**src/rtl/wb_regfile.sv**
```systemverilog
// Purpose : write-back register file (x0 hardwired to zero) with a per-register busy scoreboard.
// Latency : reads and busy flags are combinational with same-cycle write bypass; writes, busy bits, busy_cnt update on the clk edge.
// Backpressure: none; every write and issue is accepted in the cycle it is presented.
// Ports   : clk/rst (sync, active-high); wr_en/wr_addr/wr_data write port;
//           rs1_addr/rs2_addr -> rs1_data/rs2_data read ports;
//           issue_en/issue_addr claim a destination; rs1_busy/rs2_busy, busy_cnt scoreboard status.
module wb_regfile #(
  parameter int DATA_W = 8,
  parameter int ADDR_W = 3
) (
  input  logic              clk,
  input  logic              rst,
  input  logic              wr_en,
  input  logic [ADDR_W-1:0] wr_addr,
  input  logic [DATA_W-1:0] wr_data,
  input  logic [ADDR_W-1:0] rs1_addr,
  input  logic [ADDR_W-1:0] rs2_addr,
  output logic [DATA_W-1:0] rs1_data,
  output logic [DATA_W-1:0] rs2_data,
  input  logic              issue_en,
  input  logic [ADDR_W-1:0] issue_addr,
  output logic              rs1_busy,
  output logic              rs2_busy,
  output logic [ADDR_W:0]   busy_cnt
);

  localparam int NUM_REGS = 2 ** ADDR_W;

  logic [DATA_W-1:0]   regs [NUM_REGS];
  logic [NUM_REGS-1:0] busy;
  logic [NUM_REGS-1:0] set_vec;
  logic [NUM_REGS-1:0] clr_vec;
  logic [NUM_REGS-1:0] busy_nxt;
  logic [ADDR_W:0]     cnt_nxt;
  logic                wr_live;
  logic                issue_live;

  // Writes and claims to x0 are discarded, so x0 can never be stored or busy.
  assign wr_live    = wr_en && (wr_addr != '0);
  assign issue_live = issue_en && (issue_addr != '0);

  // Next busy vector: clear first, then set, so a new claim beats a retiring write.
  always_comb begin
    set_vec = '0;
    clr_vec = '0;
    if (issue_live) set_vec[issue_addr] = 1'b1;
    if (wr_live)    clr_vec[wr_addr]    = 1'b1;
    busy_nxt = (busy & ~clr_vec) | set_vec;
  end

  // Population count of the next busy vector, registered alongside the bits.
  always_comb begin
    cnt_nxt = '0;
    for (int i = 0; i < NUM_REGS; i++) begin
      cnt_nxt = cnt_nxt + (ADDR_W + 1)'(busy_nxt[i]);
    end
  end

  always_ff @(posedge clk) begin
    if (rst) begin
      for (int i = 0; i < NUM_REGS; i++) begin
        regs[i] <= '0;
      end
      busy     <= '0;
      busy_cnt <= '0;
    end else begin
      if (wr_live) regs[wr_addr] <= wr_data;
      busy     <= busy_nxt;
      busy_cnt <= cnt_nxt;
    end
  end

  // Read ports: x0 reads zero; a live write to the same register is forwarded.
  always_comb begin
    rs1_data = '0;
    rs2_data = '0;
    if (rs1_addr != '0) begin
      rs1_data = (wr_live && (wr_addr == rs1_addr)) ? wr_data : regs[rs1_addr];
    end
    if (rs2_addr != '0) begin
      rs2_data = (wr_live && (wr_addr == rs2_addr)) ? wr_data : regs[rs2_addr];
    end
  end

  // A register being written this cycle is not reported busy: the bypass already supplies its value.
  assign rs1_busy = busy[rs1_addr] & ~(wr_live && (wr_addr == rs1_addr));
  assign rs2_busy = busy[rs2_addr] & ~(wr_live && (wr_addr == rs2_addr));

endmodule

```
**config.mk**
```make
export PLATFORM = sky130hd
export DESIGN_NAME = wb_regfile
export DESIGN_NICKNAME = d
export VERILOG_FILES = /design/src/rtl/wb_regfile.sv
export SDC_FILE = /design/constraint.sdc
export NUM_CORES = 1
export LEC_CHECK = 0
export BUFFER_PORTS_ARGS = -buffer_cell sky130_fd_sc_hd__buf_2
export CELL_PAD_IN_SITES_DETAIL_PLACEMENT = 0
export CELL_PAD_IN_SITES_GLOBAL_PLACEMENT = 1
export CORE_ASPECT_RATIO = 1.25
export CORE_MARGIN = 2
export CORE_UTILIZATION = 40
export DETAILED_ROUTE_END_ITERATION = 8
export MAX_ROUTING_LAYER = met4
export PLACE_DENSITY = 0.69
export SETUP_SLACK_MARGIN = 0.5
export SLEW_MARGIN = 40
export SYNTH_ARGS = -nofsm -noshare
export SYNTH_HDL_FRONTEND = slang
export SYNTH_SLANG_ARGS = --single-unit
```
**constraint.sdc**
```tcl
create_clock -name clk -period 10.7 [get_ports clk]
set_input_delay 2.675 -clock clk [delete_from_list [all_inputs] [get_ports clk]]
set_output_delay 2.675 -clock clk [all_outputs]
set_load 0.02 [all_outputs]
```
**Word-level counts from Yosys, hierarchy flattened**

Memories as Yosys holds them, arrays and structs flattened.
Cells that the tools add are included.

- Memories kept: 1
- Output and inout bits: 22
- Register bits after elaboration: 12
- Logic and storage cells: 58
- Bits in writable memories: 64

- Equality and inequality tests: 2
- Reduce and logical (&&, ||, !) cells: 11
- $lt $le $gt $ge: 6
- Multiplexer cells: 22
- Bitwise operators: 7
- Add/sub/neg operators: 7

Memory list:

| name | depth | width | read ports | clocked after Yosys merged registers in | wr ports | line | source |
|---|---|---|---|---|---|---|---|
| regs | 8 | 8 | 2 | 0 | 8 | 29 | `logic [DATA_W-1:0] regs [NUM_REGS];` |

Operators by type and width:

| operator | number |
|---|---|
| 2-to-1 mux 8 bit | 7 |
| adder 4 x 1 -> 4 bit | 4 |
| < comparator 3 x 4 -> 1 bit, second input constant | 4 |
| nonzero test 3 bit | 4 |
| 2-to-1 mux 1 bit | 10 |
| AND 8 bit | 1 |
| NOT 8 bit | 1 |
| OR 8 bit | 1 |
| OR reduction 8 bit | 1 |
| binary-select mux 1 bit (select 3 bit) | 2 |
| demux 1 bit (select 3 bit) | 2 |
| equality test 3 bit | 2 |
| greater-or-equal comparator 3 x 1 -> 1 bit, second input constant | 2 |
| logical AND 1 bit | 6 |
| adder 3 x 1 -> 4 bit | 1 |
| adder 2 x 1 -> 3 bit | 1 |
| 2-to-1 mux 3 bit | 1 |
| adder 1 x 1 -> 2 bit | 1 |
| AND 1 bit | 2 |
| NOT 1 bit | 2 |

**Longest topological paths before layout**

Gate-level depths: netlist of run 1.

- Depth in word-level cells: 15
- Gate-level depth with buffers: 14

**Least setup slack after synthesis of run 1**

No wires, ideal clock.

- Kind: input port to output port
- Start point: input rs2_addr[1]
- End point: output rs2_data[0]
- Setup slack: 4.007 ns
- Path buffers: 3
- Cell stages on the path: 7
- Data required time: 8.025 ns
- Arrival time: 4.018 ns
- Cell sequence: buf_4 buf_4 xnor2_1 nand3_1 a21oi_1 buf_2 mux2i_1

- Cells in the longest elaborated chain, start to end: 4
- Elaborated cells on any way between the ends: 6
- Classes of those cells: eq/ne: 1; mux: 2; reduce/logical: 2; memory: 1

Ends and longest elaborated chain:

| item | line | source |
|---|---|---|
| from (decl) | 17 | `input logic [ADDR_W-1:0] rs2_addr,` |
| branches (longest 3 deep; another with memory read (8 x 8 bit)) | - |  |
| 2-to-1 mux 8 bit (*) | 80 | `if (rs2_addr != '0) begin` |
| to (decl) | 19 | `output logic [DATA_W-1:0] rs2_data,` |

Mark *: on every way between the ends.

**Worst setup path after layout of run 1**

- Start point: input rs2_addr[1]
- End point: output rs2_data[7]

The elaborated chain is that of the path after synthesis.

==> impl_metrics.yaml, run 1 <==
drt:
  final_antenna_net_count: 0
  drt-initial-drc-count: 143
  first_pass_iters: 4
  drc_errors: 0
  vias_per_cell: 5.51
  routed_wl_mm: 9.86
  wl_per_cell_um: 18.8
  vias: 2886
power_and_ir_drop:
  sw_frac_of_total_pct: 25.2
  clkPwrFrac_pct: 39.5
  p_per_area_nw_per_um2: 149
  seq_power_share_pct: 44.6
  ir_worst_vdd_mv: 0.0793
  p_int_mw: 0.529
  p_switching_mw: 0.178
  leakagePower_nw: 1.80
  pwr-share-comb_pct: 15.8
worst_setup_path:
  r2r_cells: 11
  r2r_end: "busy_cnt[2]"
  critPathArrivalTime_ns: 4.69
  critPathMaxFanout: 29
  reg2reg_from: "busy[1]"
  critPathLaunchType: "input pin"
  regToRegSetupSlack_ns: 7.63
  cp_data_required_time_ns: 8.03
  critPathKind: "in2out"
  crit_path_end_kind: "primary output"
logic_synthesis:
  ys_warn_count: 0
  syn_avg_cell_area_um2: 11.6
  synth_edf_count: 57
  yosys.area.top_type: "edfxtp_1"
  synth_nets: 392
  synthTopCellsByArea: "edfxtp_1, mux4_2, and2_1, mux2i_1, dfxtp_1"
  ys_async_sr_fraction_pct: 0
  synth-seq-cells: 69
  synth.top_cell.area_share_pct: 40.7
  synth_cell_types: 44
  synth_flop_cell: "edfxtp_1"
  synth_area_um2: 4210
  syn_inst: 361
  ys_seq_area_share_pct: 46.4
placed_design:
  place_ws_ns: 3.31
  dp.cells: 508
  detailed_place.area_um2: 4460
  place_hpwl_mm: 7.10
  port_buffers: 45
  gp_congestion: 0.860
hold_path:
  worstHoldStart: "busy[0]"
  hold_path_depth: 1
  min_to: "busy[0]"
  hp-class: "reg2reg"
clock_tree:
  htreeDepth: 3
  cts_buffer_depth: 2
  cts_buffers: 9
  path_clk_slew_ns: 0.05
  postCtsHoldBufs: 0
  tritoncts: "done"
  clockRootBuffer: "clkbuf_16"
  post_cts_buffers: 0
  cts-resized-gates: 0
  worstSkewPairLatency_ns: 0.33
  clock_sinks: 69
die:
  fp.coreArea_um2: 10200
  die_w_um: 95.7
  start_util_pct: 41.4
  die_area_um2: 11400
  die_y_um: 119
  rows: 41
  num_io_pins: 46
global_route:
  overflow: 0
  grt_max_degree: 31
  antenna_found_initial: 0
  grt_pass1_wl_mm: 15.8
  first_global_vias: 2867
  grt_use_total_pct: 19.5
timing:
  finalMaxSlewViolations: 0
  slew_headroom_pct: 49.4
  finalHoldViolations: 0
  tns_ns: 0
  timing.final.crit_share_pct: 68.8
  fin_worst_skew_ns: 0.000811
  max_freq_mhz: 136
  layout_min_cycle_time_ns: 7.36
  finalSetupViolCount: 0
  tightest_slew_ns: 0.753
  grt_setup_unrepaired: "no"
  fin_ws_ns: 3.34
layout:
  nets: 421
  layout-drive-gt1-share_pct: 23.8
  layout_common_cells: "and2_1, edfxtp_1, buf_2"
  instances_no_fill: 524
  antenna_cells: 0
  final_util_pct: 46.9
  syn2layout_area_growth_pct: 13.3
  final_area_um2: 4760
job:
  maxCapViolCount: 0
outcome:
  outcome: "complete, no violations"
-- layer usage --
layer / global-route usage [%] / vias up / share of wire (%)
li1: - / 1387 / -
met1: 26.0 / 1412 / 42
met2: 29.8 / 72 / 50
met3: 3.82 / 15 / 5.4
met4: 6.25 / 0 / 1.8
met5: - / - / 0
-- synthesized netlist by cell type (2+ instances only) --
master,number
clkbuf_1,7
nand3_1,4
o21ai_0,4
nor2_1,9
nand2_1,24
buf_1,4
nand4b_1,2
mux4_2,20
or3_1,3
a31oi_1,3
buf_2,10
mux2i_1,34
o21a_1,2
nor2b_1,7
ha_1,3
a21oi_1,32
buf_6,2
inv_1,6
a211oi_1,14
edfxtp_1,57
nand2b_1,2
buf_4,5
nand3b_1,2
and2_1,57
nor3_1,5
or2_2,6
fa_1,4
dfxtp_1,12
xnor2_1,4
nor3b_1,3
-- worst max-delay path by stage --
stage	from	to	slack, ns	cells past startpoint
global route	rs2_addr[1]	rs2_data[7]	3.16	7
detailed placement	rs2_addr[1]	rs2_data[7]	3.31	7
floorplan	rs2_addr[1]	rs2_data[0]	4.01	7
global placement	rs1_addr[1]	rs1_data[6]	3.33	6
finish	rs2_addr[1]	rs2_data[7]	3.34	7
CTS	rs2_addr[1]	rs2_data[7]	3.31	7
-- logic make-up (layout without fill, tap and decap cells) --
group                    count (synthesis)  count (layout)  share of synthesized area (%)
other                                    1               1                         0.0892
AO/OA/AOI/OAI                           62              62                           9.10
AND/OR/NAND/NOR                        128             128                           17.3
adder cells (fa/ha/maj)                  7               7                           2.80
XOR/XNOR                                 5               5                           1.04
flip-flops                              69              69                           46.4
buffers and inverters                   34              68                           4.14
multiplexers                            55              55                           19.2
-- registers in the layout, summed over array words and instances (netlist names) --
name and count:
regs 57, busy_cnt 4, busy 8
-- power groups by stage --
| stage | combinational (mW) | sequential [mW] | clock [mW] |
|---|---|---|---|
| 2_1_floorplan | 0.0792 | 0.319 | 0 |
| 3_3_place_gp | 0.112 | 0.320 | 0 |
| 3_5_place_dp | 0.112 | 0.321 | 0 |
| 4_1_cts | 0.113 | 0.316 | 0.287 |
| 5_1_grt | 0.123 | 0.318 | 0.296 |
| 6_report | 0.112 | 0.316 | 0.280 |
-- critical path, cell delays in order --
cell and delay (ns):
buf_2 0.54, a31oi_1 0.15, or3_1 0.32, a21oi_1 0.33
buf_4 0.27, mux2i_1 0.21, buf_2 0.18
-- layout make-up --
type                            instances  area [um^2]
Clock buffer                           15          279
Clock inverter                          1         5.00
Fill cell                             957         5390
Inverter                                6         22.5
Multi-Input combinational cell        258         2110
Sequential cell                        69         1950
Tap cell                              129          161
Timing Repair Buffer                   46          233
-- stage by stage --
| step | total power [mW] | hold WS (ns) |
|---|---|---|
| 6_report | 0.707 | 0.524 |
| 5_1_grt | 0.737 | 0.553 |
| 4_1_cts | 0.716 | 0.527 |
| 3_5_place_dp | 0.433 | 0.519 |
| 3_3_place_gp | 0.432 | 0.518 |
| 2_1_floorplan | 0.399 | 0.467 |
No activity file was read; power rests on OpenSTA's default activity.
==> run 2, diff against run 1 <==
==> constraint.sdc (replaced) <==
create_clock -name clk -period 6.9 [get_ports clk]
set_input_delay 1.725 -clock clk [delete_from_list [all_inputs] [get_ports clk]]
set_output_delay 1.725 -clock clk [all_outputs]
set_load 0.02 [all_outputs]
==> impl_metrics.yaml, run 2 (synthesized netlist as in run 1, its figures left out) <==
layout:
  syn2layout_area_growth_pct: 13.1
  instances_no_fill: 524
  antenna_cells: 0
  largest_reg_flops: 57
  layout_common_cells: "and2_1, edfxtp_1, buf_2"
  layout-drive-gt1-share_pct: 23.5
  regMostFlops: "regs"
  largest_registers: "regs: 57 flops, busy: 8 flops, busy_cnt: 4 flops"
  fillers: 958
  nets: 421
timing:
  layout_min_cycle_time_ns: 5.46
  timing.final.crit_share_pct: 79.1
  slew_headroom_pct: 45.0
  grt_setup_unrepaired: "no"
  tns_ns: 0
  fin_worst_skew_ns: 0.00256
  tightest_slew_ns: 0.819
  finalSetupViolCount: 0
  finalMaxSlewViolations: 0
  max_freq_mhz: 183
  finalHoldViolations: 0
die:
  num_io_pins: 46
  die_area_um2: 11400
  die_w_um: 95.7
  die_y_um: 119
  rows: 41
  fp.coreArea_um2: 10200
  start_util_pct: 41.4
clock_tree:
  post_cts_buffers: 0
  cts_buffers: 9
  htreeDepth: 3
  path_clk_slew_ns: 0.06
  postCtsHoldBufs: 0
  clock_sinks: 69
  clockRootBuffer: "clkbuf_16"
  cts_buffer_depth: 2
  worstSkewPairLatency_ns: 0.33
  tritoncts: "done"
  cts-resized-gates: 0
drt:
  final_antenna_net_count: 0
  routed_wl_mm: 10.2
  wl_per_cell_um: 19.5
  vias_per_cell: 5.52
  drt-initial-drc-count: 216
  first_pass_iters: 4
  drc_errors: 0
  vias: 2891
hold_path:
  hp-class: "reg2reg"
worst_setup_path:
  critPathArrivalTime_ns: 3.73
  crit_path_max_incr_delay_ns: 0.54
  crit_path_end_kind: "primary output"
  critPathKind: "in2out"
  crit_top_cell: "buf_2"
  critPathMaxFanout: 30
  crit_slowest_cell: "buf_2"
  critPathLaunchType: "input pin"
  path_cells: "buf_2 -> a31oi_1 -> or3_4 -> a21oi_4 -> mux2_4 -> buf_2"
  cp_data_required_time_ns: 5.18
placed_design:
  port_buffers: 45
  dp.cells: 508
  place_hpwl_mm: 7.25
  gp_congestion: 0.814
power_and_ir_drop:
  ir_worst_vdd_mv: 0.156
  power_mw: 1.11
  p_per_area_nw_per_um2: 233
  leakagePower_nw: 1.79
global_route:
  grt_max_degree: 31
  grt_pass1_wl_mm: 15.9
  first_global_vias: 2783
  grt_use_total_pct: 19.7
  overflow: 0
  antenna_found_initial: 0
outcome:
  outcome: "complete, no violations"
job:
  maxCapViolCount: 0
## run 2: layer usage
metal / routed length (um) / vias up / GRT usage [%] / part of all wire (%)
met5: 0 / - / - / 0
met4: 172 / 0 / 6.16 / 1.7
met3: 542 / 10 / 4.59 / 5.3
met2: 5180 / 79 / 29.4 / 51
met1: 4340 / 1417 / 26.8 / 42
li1: - / 1385 / - / -
## run 2: worst max-delay path, delay by kind of cell
kind | cells | cell delay [ns]
compound gates | 2 | 0.60
buf+inv | 2 | 0.70
mux | 1 | 0.34
simple gates | 1 | 0.36
## run 2: worst paths after layout
path | startpoint | slack (ns) | end | cells after the start
min reg2reg | busy[0] | 0.54 | busy[0] | 1
max | rs1_addr[1] | 1.44 | rs1_data[6] | 6
min | busy[0] | 0.54 | busy[0] | 1
max reg2reg | busy[1] | 3.84 | busy_cnt[2] | 11
## run 2: where the power goes
part / internal, mW / switching [mW]
logic: 0.0694 / 0.105
registers: 0.477 / 0.0134
clock network: 0.275 / 0.171
## run 2: cell type report
class	instances	area, um^2	area share [%]
clock buffers	10	229	4.81
multi-input cells	258	2110	44.3
flip-flops and latches	69	1950	41.0
repair buffers	46	233	4.89
well taps	129	161	3.39
clock inverters	6	53.8	1.13
inverters	6	22.5	0.473
## run 2: per-stage QoR
stage	hold slack, ns	util (%)	instance area, um^2	setup WS [ns]
after detailed placement	0.523	44.0	4460	1.44
after CTS	0.531	46.7	4750	1.41
after global placement	0.519	43.8	4450	1.43
after floorplan	0.467	-	4210	1.87
after global routing	0.560	46.8	4760	1.34
final	0.537	46.8	4760	1.44
